## src/rtl/hall_pkg.sv

```systemverilog
// Shared Hall-sensor constants: code-to-sector table, illegal codes and
// sector arithmetic used by the conditioner.
package hall_pkg;

    localparam int unsigned SEC_W       = 3;
    localparam int unsigned NUM_SECTORS = 6;

    typedef logic [SEC_W-1:0] hall_code_t;
    typedef logic [SEC_W-1:0] sector_t;

    typedef enum logic [1:0] {
        SEQ_FWD,
        SEQ_REV,
        SEQ_SKIP
    } seq_e;

    localparam hall_code_t HALL_INV_LO = 3'b000;
    localparam hall_code_t HALL_INV_HI = 3'b111;

    // Entry i is the Hall code for sector i; ascending index is forward rotation.
    localparam logic [NUM_SECTORS-1:0][SEC_W-1:0] SECTOR_LUT =
        {3'b110, 3'b010, 3'b011, 3'b001, 3'b101, 3'b100};

    function automatic logic code_is_valid(hall_code_t c);
        return (c != HALL_INV_LO) && (c != HALL_INV_HI);
    endfunction

    function automatic sector_t code_to_sector(hall_code_t c);
        sector_t s;
        s = '0;
        for (int unsigned i = 0; i < NUM_SECTORS; i++) begin
            if (SECTOR_LUT[i] == c) s = sector_t'(i);
        end
        return s;
    endfunction

    function automatic sector_t sector_inc(sector_t s);
        return (s == sector_t'(NUM_SECTORS - 1)) ? '0 : s + 1'b1;
    endfunction

    function automatic sector_t sector_dec(sector_t s);
        return (s == '0) ? sector_t'(NUM_SECTORS - 1) : s - 1'b1;
    endfunction

    function automatic seq_e classify_step(sector_t old_s, sector_t new_s);
        if (new_s == sector_inc(old_s)) return SEQ_FWD;
        if (new_s == sector_dec(old_s)) return SEQ_REV;
        return SEQ_SKIP;
    endfunction

endpackage

```

## src/rtl/hall_filter.sv

```systemverilog
// Two-flop synchronizer and run-length debounce for the Hall input vector.
// upd_o/next_o announce the code that hall_o takes on the coming edge.
module hall_filter
    import hall_pkg::*;
#(
    parameter int unsigned FILT_LEN = 4,
    parameter int unsigned W        = SEC_W
) (
    input  logic         clk_i,
    input  logic         rst_ni,
    input  logic [W-1:0] hall_i,
    output logic [W-1:0] hall_o,
    output logic         upd_o,
    output logic [W-1:0] next_o
);

    // run_q holds (consecutive equal samples - 1), saturating at FILT_LEN-1.
    localparam logic [7:0] RUN_MAX = 8'(FILT_LEN - 1);

    logic [W-1:0] sync1_q, sync2_q, cand_q, code_q;
    logic [7:0]   run_q, run_d;

    always_comb begin
        run_d = '0;
        if (sync2_q == cand_q) begin
            run_d = (run_q >= RUN_MAX) ? RUN_MAX : run_q + 8'd1;
        end
        upd_o  = (run_d == RUN_MAX) && (sync2_q != code_q);
        next_o = sync2_q;
    end

    assign hall_o = code_q;

    always_ff @(posedge clk_i or negedge rst_ni) begin
        if (!rst_ni) begin
            sync1_q <= '0;
            sync2_q <= '0;
            cand_q  <= '0;
            run_q   <= '0;
            code_q  <= '0;
        end else begin
            sync1_q <= hall_i;
            sync2_q <= sync1_q;
            cand_q  <= sync2_q;
            run_q   <= run_d;
            if (upd_o) code_q <= sync2_q;
        end
    end

endmodule

```

## src/rtl/hall_conditioner.sv

```systemverilog
// BLDC Hall-sensor conditioner: debounced code, sector decode, direction,
// edge-period measurement, stall detection and sticky fault flags.
module hall_conditioner
    import hall_pkg::*;
#(
    parameter int unsigned FILT_LEN = 4,
    parameter int unsigned CNT_W    = 24,
    parameter int unsigned TIMEOUT  = 2**24 - 1
) (
    input  logic             clk,
    input  logic             rst_n,
    input  logic [2:0]       hall_in,
    input  logic             fault_clr,
    output logic [2:0]       hall_q,
    output logic [2:0]       sector,
    output logic             sector_valid,
    output logic             edge_stb,
    output logic             dir,
    output logic [CNT_W-1:0] period,
    output logic             period_valid,
    output logic             fault_code,
    output logic             fault_seq,
    output logic             stall
);

    localparam logic [CNT_W-1:0] TIMEOUT_C = CNT_W'(TIMEOUT);

    logic       upd;
    hall_code_t code_next;

    hall_filter #(
        .FILT_LEN (FILT_LEN),
        .W        (SEC_W)
    ) u_filter (
        .clk_i  (clk),
        .rst_ni (rst_n),
        .hall_i (hall_in),
        .hall_o (hall_q),
        .upd_o  (upd),
        .next_o (code_next)
    );

    sector_t    sector_q, sector_d, new_sec;
    logic       sv_q, sv_d, edge_q, dir_q, dir_d;
    logic       pv_q, pv_d, stall_q, stall_d, have_q, have_d;
    logic       fc_q, fc_d, fs_q, fs_d;
    logic       new_valid, vedge, code_ev, seq_ev;
    logic [CNT_W-1:0] cnt_q, cnt_d, cnt_inc, period_q, period_d;
    seq_e       step;

    always_comb begin
        new_valid = code_is_valid(code_next);
        new_sec   = code_to_sector(code_next);
        vedge     = upd && new_valid;
        step      = classify_step(sector_q, new_sec);
        cnt_inc   = (cnt_q == '1) ? cnt_q : cnt_q + 1'b1;

        sector_d  = sector_q;
        sv_d      = sv_q;
        dir_d     = dir_q;
        period_d  = period_q;
        pv_d      = pv_q;
        stall_d   = stall_q;
        have_d    = have_q;
        cnt_d     = cnt_inc;
        code_ev   = upd && !new_valid;
        seq_ev    = 1'b0;

        if (vedge) begin
            sector_d = new_sec;
            sv_d     = 1'b1;
            period_d = cnt_inc;
            pv_d     = have_q && !stall_q;
            stall_d  = 1'b0;
            have_d   = 1'b1;
            cnt_d    = '0;
            // Direction only judged between two legal codes; sv_q low covers
            // both the first code after reset and recovery from 000/111.
            if (sv_q) begin
                case (step)
                    SEQ_FWD: dir_d  = 1'b1;
                    SEQ_REV: dir_d  = 1'b0;
                    default: seq_ev = 1'b1;
                endcase
            end
        end else begin
            if (upd) sv_d = 1'b0;
            if (cnt_inc >= TIMEOUT_C) begin
                stall_d = 1'b1;
                pv_d    = 1'b0;
            end
        end

        fc_d = code_ev || (fc_q && !fault_clr);
        fs_d = seq_ev  || (fs_q && !fault_clr);
    end

    always_ff @(posedge clk or negedge rst_n) begin
        if (!rst_n) begin
            sector_q <= '0;
            sv_q     <= 1'b0;
            edge_q   <= 1'b0;
            dir_q    <= 1'b1;
            period_q <= '0;
            pv_q     <= 1'b0;
            stall_q  <= 1'b0;
            have_q   <= 1'b0;
            cnt_q    <= '0;
            fc_q     <= 1'b0;
            fs_q     <= 1'b0;
        end else begin
            sector_q <= sector_d;
            sv_q     <= sv_d;
            edge_q   <= upd;
            dir_q    <= dir_d;
            period_q <= period_d;
            pv_q     <= pv_d;
            stall_q  <= stall_d;
            have_q   <= have_d;
            cnt_q    <= cnt_d;
            fc_q     <= fc_d;
            fs_q     <= fs_d;
        end
    end

    assign sector       = sector_q;
    assign sector_valid = sv_q;
    assign edge_stb     = edge_q;
    assign dir          = dir_q;
    assign period       = period_q;
    assign period_valid = pv_q;
    assign stall        = stall_q;
    assign fault_code   = fc_q;
    assign fault_seq    = fs_q;

endmodule

```

## config.mk

```make
export PLATFORM = sky130hd
export DESIGN_NAME = hall_conditioner
export DESIGN_NICKNAME = d
export VERILOG_FILES = /design/src/rtl/hall_pkg.sv /design/src/rtl/hall_filter.sv /design/src/rtl/hall_conditioner.sv
export SDC_FILE = /design/constraint.sdc
export NUM_CORES = 1
export LEC_CHECK = 0
export CAP_MARGIN = 0
export CORE_MARGIN = 2
export CORE_UTILIZATION = 58
export CTS_BUF_LIST = sky130_fd_sc_hd__clkbuf_8
export CTS_CLUSTER_DIAMETER = 150
export DETAILED_ROUTE_END_ITERATION = 10
export PLACE_DENSITY = 0.93
export REMOVE_ABC_BUFFERS = 1
export SYNTH_ARGS = -nofsm -noshare
export SYNTH_HDL_FRONTEND = slang
export SYNTH_SLANG_ARGS = --single-unit
```

## constraint.sdc

```tcl
create_clock -name clk -period 3.3 [get_ports clk]
set_input_delay 0.495 -clock clk [delete_from_list [all_inputs] [get_ports clk]]
set_output_delay 0.495 -clock clk [all_outputs]
set_load 0.05 [all_outputs]
```

# ---- Word level (Yosys, flattened, before mapping)
# Cells that the tools add are included.
dict set report classes {
  addsub 4
  n_lt_le_gt_ge 2
  eq_ne 14
  n_mux 28
  reduce_logical 20
}
# operator n
set ops {}
lappend ops {{two-way mux 24 bit} 2}
lappend ops {{adder 24 x 1 -> 24 bit (second input constant)} 1}
lappend ops {{equality test 24 bit (second input constant)} 1}
lappend ops {{greater-or-equal comparator 24 bit (second input constant)} 1}
lappend ops {{two-way mux 8 bit} 2}
lappend ops {{two-way mux 3 bit} 5}
lappend ops {{two-way mux 1 bit} 13}
lappend ops {{two-way mux 2 bit} 5}
lappend ops {{equality test 3 bit} 3}
lappend ops {{adder 8 x 1 -> 8 bit (second input constant)} 1}
lappend ops {{equality test 8 x 2 -> 1 bit (second input constant)} 1}
lappend ops {{greater-or-equal comparator 8 x 2 -> 1 bit (second input constant)} 1}
lappend ops {{logical AND 1 bit} 7}
lappend ops {{equality test 2 x 3 -> 1 bit (first input constant)} 2}
lappend ops {{equality test 3 bit (first input constant)} 2}
lappend ops {{nonzero test 2 bit} 3}
lappend ops {{adder 3 x 1 -> 3 bit (second input constant)} 1}
lappend ops {{equality test 1 x 3 -> 1 bit (first input constant)} 1}
lappend ops {{equality test 3 bit (second input constant)} 1}
lappend ops {{logical NOT 1 bit} 3}
lappend ops {{logical NOT 3 bit} 1}
lappend ops {{!= test 3 bit} 1}
lappend ops {{!= test 3 bit (second input constant)} 1}
lappend ops {{AND reduction 3 bit} 1}
lappend ops {{7 further kinds} 8}
dict set report totals {
  ff_bits 79
  inputBits 6
  output_inout_bits 37
  elab_cells 84
}

# ---- Depth between registers and ports, before layout
dict set report depth {
  ltp_word 17
  depth_mapped 10
  depth_no_buf 9
}

# ---- Modules after synthesis
# Synthesis repeated with hierarchy kept, for this count alone.
dict set report hier_totals {
  hier_cells 366
  hier_area_um2 3667.3
}
# mod n_inst cells_per_inst area_each_um2 seq_area_each_um2
set by_module_without_submodules {}
lappend by_module_without_submodules {hall_conditioner 1 325 2980.4 1477.7}
lappend by_module_without_submodules {hall_filter 1 41 686.9 500.5}

# ---- Least setup slack after synthesis
# OpenSTA, ideal clock, no wires.
dict set report synth_path {
  path_kind {reg-to-reg}
  from {reg cnt_q[0]}
  to {reg pv_q (netlist: period_valid)}
  setup_time_ns 0.127
  arrival_ns 2.530
  required_ns 3.173
  setup_slack_ns 0.643
  path_stages_with_launch 9
  n_path_buf 0
  period_less_slack_ns 2.657
  cell_sequence {dfrtp_1 ha_1 nand3_2 nor4_1 mux2i_1 or4_1 or4b_1 nor4_2 nor2_1}
}
dict set report synth_between {
  elab_chain_len 4
  elab_cells_between_ends 5
  cone_classes {add/sub: 1; order compare: 1; eq/ne: 1; mux: 1; reduce/logical: 1}
}
# item line_no
set synth_lines {}
lappend synth_lines {{start: declaration} hall_conditioner.sv:48} ;# logic [CNT_W-1:0] cnt_q, cnt_d, cnt_inc, period_q, period_d;
lappend synth_lines {{start signal: assignment} hall_conditioner.sv:120} ;# cnt_q <= cnt_d;
lappend synth_lines {{adder 24 x 1 -> 24 bit / equality test 24 bit (equally long branches)} hall_conditioner.sv:56} ;# cnt_inc = (cnt_q == '1) ? cnt_q : cnt_q + 1'b1;
lappend synth_lines {{two-way mux 24 bit (*)} hall_conditioner.sv:56}
lappend synth_lines {{greater-or-equal comparator 24 bit (*)} hall_conditioner.sv:88} ;# if (cnt_inc >= TIMEOUT_C) begin
lappend synth_lines {{nonzero test 2 bit (no line) (*)} --}
lappend synth_lines {{end signal: assignment} hall_conditioner.sv:117} ;# pv_q <= pv_d;
lappend synth_lines {{end: declaration} hall_conditioner.sv:45} ;# logic pv_q, pv_d, stall_q, stall_d, have_q, have_d;
# Mark *: on every way between the ends. The rest lies on a longest branch, timed or not.
# A chain may end at the register's enable or synchronous reset.

# ---- Final worst setup path
# Same ends and word-level chain as after synthesis.

==> summary.txt <==
Status
  – Outcome: finished, final reports clean

Timing
  – Total count of max-transition violations in the final report: 0
  – Transition at the pin with the smallest max-transition slack: between 900 and 1000 ps
  – Fraction of the cycle the final worst path needs: 0.943
  – Clock period minus worst slack: about 3100 ps
  – Sum Neg Setup Slack: 0 ps
  – Number of endpoints failing setup at the final stage: 0
  – Relative slew slack: 0.341
  – RSZ-0062 raised after global routing: false
  – FMAX: approximately 320 MHz
  – Count of endpoints failing hold in the final timing report: 0
  – Worst Skew: ~12 ps

Logic synthesis
  – Mean instance size in the synthesized netlist: roughly 9.6 µm²
  – Unique masters post-synth: 52
  – Area fraction of the dominant cell type after synthesis: 0.516
  – Sequential area share after synthesis: 0.523
  – Synth warn: 0
  – Synth Cell Area: ~0.0038 mm²
  – Dominant cells by area after synthesis: dfrtp_1 (52%), nand2_1 (5.9%), o21ai_0 (5.6%), nor2_1 (3.5%), xnor2_1 (3.2%)
  – Share of synthesized registers carrying an async set or reset: 1.00
  – Leading register cell type out of synthesis: dfrtp_1
  – Count of state elements after synthesis: 79
  – Library cell with the largest summed area after synthesis: dfrtp_1
  – Number of instances in the synthesized netlist: approximately 390
  – Number of enable flip-flop cells after synthesis: 0

Global routing
  – Wire length of the first global-routing pass: approximately 15 mm
  – Total Routing Usage GR: 0.266
  – Vias in the first global route: 3,018
  – Maximum number of pins on one net before global-route repair: 80
  – Number of antenna violations at the first check in global routing: 0
  – Aggregate global routing overflow: 0

Worst setup path
  – Type of origin of the critical path: flop
  – Category of cells accounting for the largest share of critical-path delay: simple AND/OR/NAND/NOR gates
  – Maximum fanout along the worst path: 8
  – Req. time, crit path: 3530 ps
  – Number of buffers and inverters on the critical path: 0
  – Cell breakdown of the critical path: ha_1, nand3_2, nor4_1, mux2i_1, or4_1, or4b_1, nor4_2, nor2_1
  – Arrival time of the worst setup path: 3340 ps
  – Stage delay of the slowest cell on the critical path: between 500 and 600 ps
  – Crit Path Class: reg -> reg
  – Kind of capture point of the worst setup path: flop
  – Cell with the biggest individual delay on the critical path: or4_1

Routing
  – Via density per instance: around 6.1
  – Per-cell routed wire length: roughly 18 µm
  – First-pass DRT Iterations: 5
  – Antenna Nets Post-Route: 0
  – Via Count: 3,158
  – Number of DRC violations after detailed routing: 0
  – Drt first-iter violations: between 200 and 300
  – Routed WL: 9.13 mm

Final layout
  – Relative area change from synthesis to final layout: 18.2%
  – Fraction of final layout cells sized beyond drive strength 1: 0.0843
  – Commonest non-fill, non-tap cell in the layout: dfrtp_1
  – Non-Filler Instances: slightly above 500
  – Final net count: roughly 440
  – Share of the core filled with cells: 0.708
  – Final design instance area without fill: around 0.0045 mm²
  – Antenna diodes: 0
  – Top library cells by usage in the layout, fill and taps aside: dfrtp_1 (78), nand2_1 (59), o21ai_0 (42), clkdlybuf4s50_1 (41), nor2_1 (35)
  – Number of fill cells: ~460

Placed design
  – I/O Buffers: 42
  – HPWL Detailed: about 6.3 mm
  – Inst Count DP: around 500
  – Placement Cell Area: ~0.0043 mm²
  – Routability Congestion: roughly 1

Clock tree
  – Maximum clock path buffer count: 2
  – Post-CTS setup buffer count: 0
  – Clock transition time at the flip-flop clock pins of the worst setup and hold paths: 90 ps
  – # hold bufs at CTS: 0
  – CTS tree: done
  – Cells resized by post-CTS repair: 0
  – Cell at the root of the clock tree: clkbuf_8
  – Clock latency at the later pin of the worst-skew pair: roughly 350 ps
  – TritonCTS Buffers: 9
  – Sink Count: 79
  – Number of levels the H-tree was split into: 3

Power and ir drop
  – Lkg Pwr: roughly 1.9 nW
  – Largest vdd supply drop: 503 µV
  – Areal power density over the cells: 636 mW/mm²

Floorplan
  – Starting density of the core: 0.599
  – Overall die width: around 85 µm
  – Die footprint: 0.00718 mm²
  – Height of the die: about 85 µm
  – Cell Rows: 29
  – Num ports: 43
  – Placeable core region: 0.00631 mm²

Run
  – Number of maximum-capacitance violations: 0

Worst hold path
  – Type of the worst min-delay path: in -> async
-- cell families (layout without fill, tap and decap cells) --
kind of cell,count (synthesis),count (layout),synth area share
buffers and inverters,32,74,0.0357
xor gates and xnor gates,23,23,0.0533
AOI/OAI and AO/OA,76,76,0.121
DFF,79,79,0.523
adders and majority gates,3,3,0.00993
other,1,6,0.000992
muxes,6,6,0.0192
and+or+nand+nor,172,172,0.236
-- area by class of cell --
type,instances,area [µm²],area share
Clock buffer,10,138,0.0308
Clock inverter,5,58.8,0.0132
Inverter,10,37.5,0.00840
Multi-Input combinational cell,286,1690,0.378
Sequential cell,79,1980,0.443
Tap cell,77,96.3,0.0216
Timing Repair Buffer,49,470,0.105
-- path summary, 6_finish.rpt --
check | from | endpoint | slack (ps) | cells after the start
max in group asynchronous | rst_n | cnt_q[16] | 2360 | 1
setup reg to reg | cnt_q[0] | period_valid | 190 | 8
min in group clk | u_filter.sync1_q[2] | u_filter.next_o[2] | 350 | 0
setup / recovery | cnt_q[0] | period_valid | 190 | 8
hold / removal | rst_n | u_filter.run_q[4] | 300 | 1
hold reg to reg | u_filter.sync1_q[2] | u_filter.next_o[2] | 350 | 0
-- power breakdown --
group,switching (mW),internal (mW)
registers,0.153,1.10
logic,0.568,0.305
clock network,0.354,0.366
-- registers in the layout (all words and copies together), names as in the netlist --
register and cells:
sector 3, u_filter.hall_o 3, u_filter.sync1_q 3, fault_code 1, sector_valid 1, have_q 1
u_filter.cand_q 3, fault_seq 1, period_valid 1, period 24, u_filter.next_o 3, u_filter.run_q 8
stall 1, dir 1, cnt_q 24, edge_stb 1
-- cell usage after synthesis, drive strengths merged, types with 2 or more instances --
library cell / n
inv: 10
or4: 3
nand4: 8
nor3b: 3
and3: 7
nand4b: 2
dfrtp: 78
nand2: 59
nor3: 10
or2: 2
o21ai: 42
o41ai: 2
a211o: 3
nand3: 15
nand2b: 4
mux2i: 5
or3: 2
nor4b: 2
a2111oi: 2
nor4: 10
a31oi: 7
xor2: 9
and2: 4
clkbuf: 17
a211oi: 2
xnor2: 14
and4: 4
o22ai: 5
nor2: 35
ha: 3
buf: 5
a21oi: 4
-- worst register-to-register path, stage by stage (launching register included) --
cell and delay [ps]:
dfrtp_1 500, ha_1 290, nand3_2 200, nor4_1 500, mux2i_1 180, or4_1 530
or4b_1 520, nor4_2 210, nor2_1 70
-- metrics by stage --
stage	power (mW)	hold WS (ps)	worst slack, ps
2_1_floorplan	1.83	199	102
3_3_place_gp	2.11	334	328
3_5_place_dp	2.14	339	269
4_1_cts	2.85	349	234
5_1_grt	2.99	369	77.3
6_report	2.84	303	187
-- per-layer routing --
metal,GRT usage,wire (µm),share of wire,vias up
li1,-,-,-,1458
met1,0.373,4060,0.44,1538
met2,0.429,4330,0.47,145
met3,0.0442,600,0.066,17
met4,0.0808,137,0.015,0
met5,0,0,0,-
No activity file was read; power rests on OpenSTA's default activity.
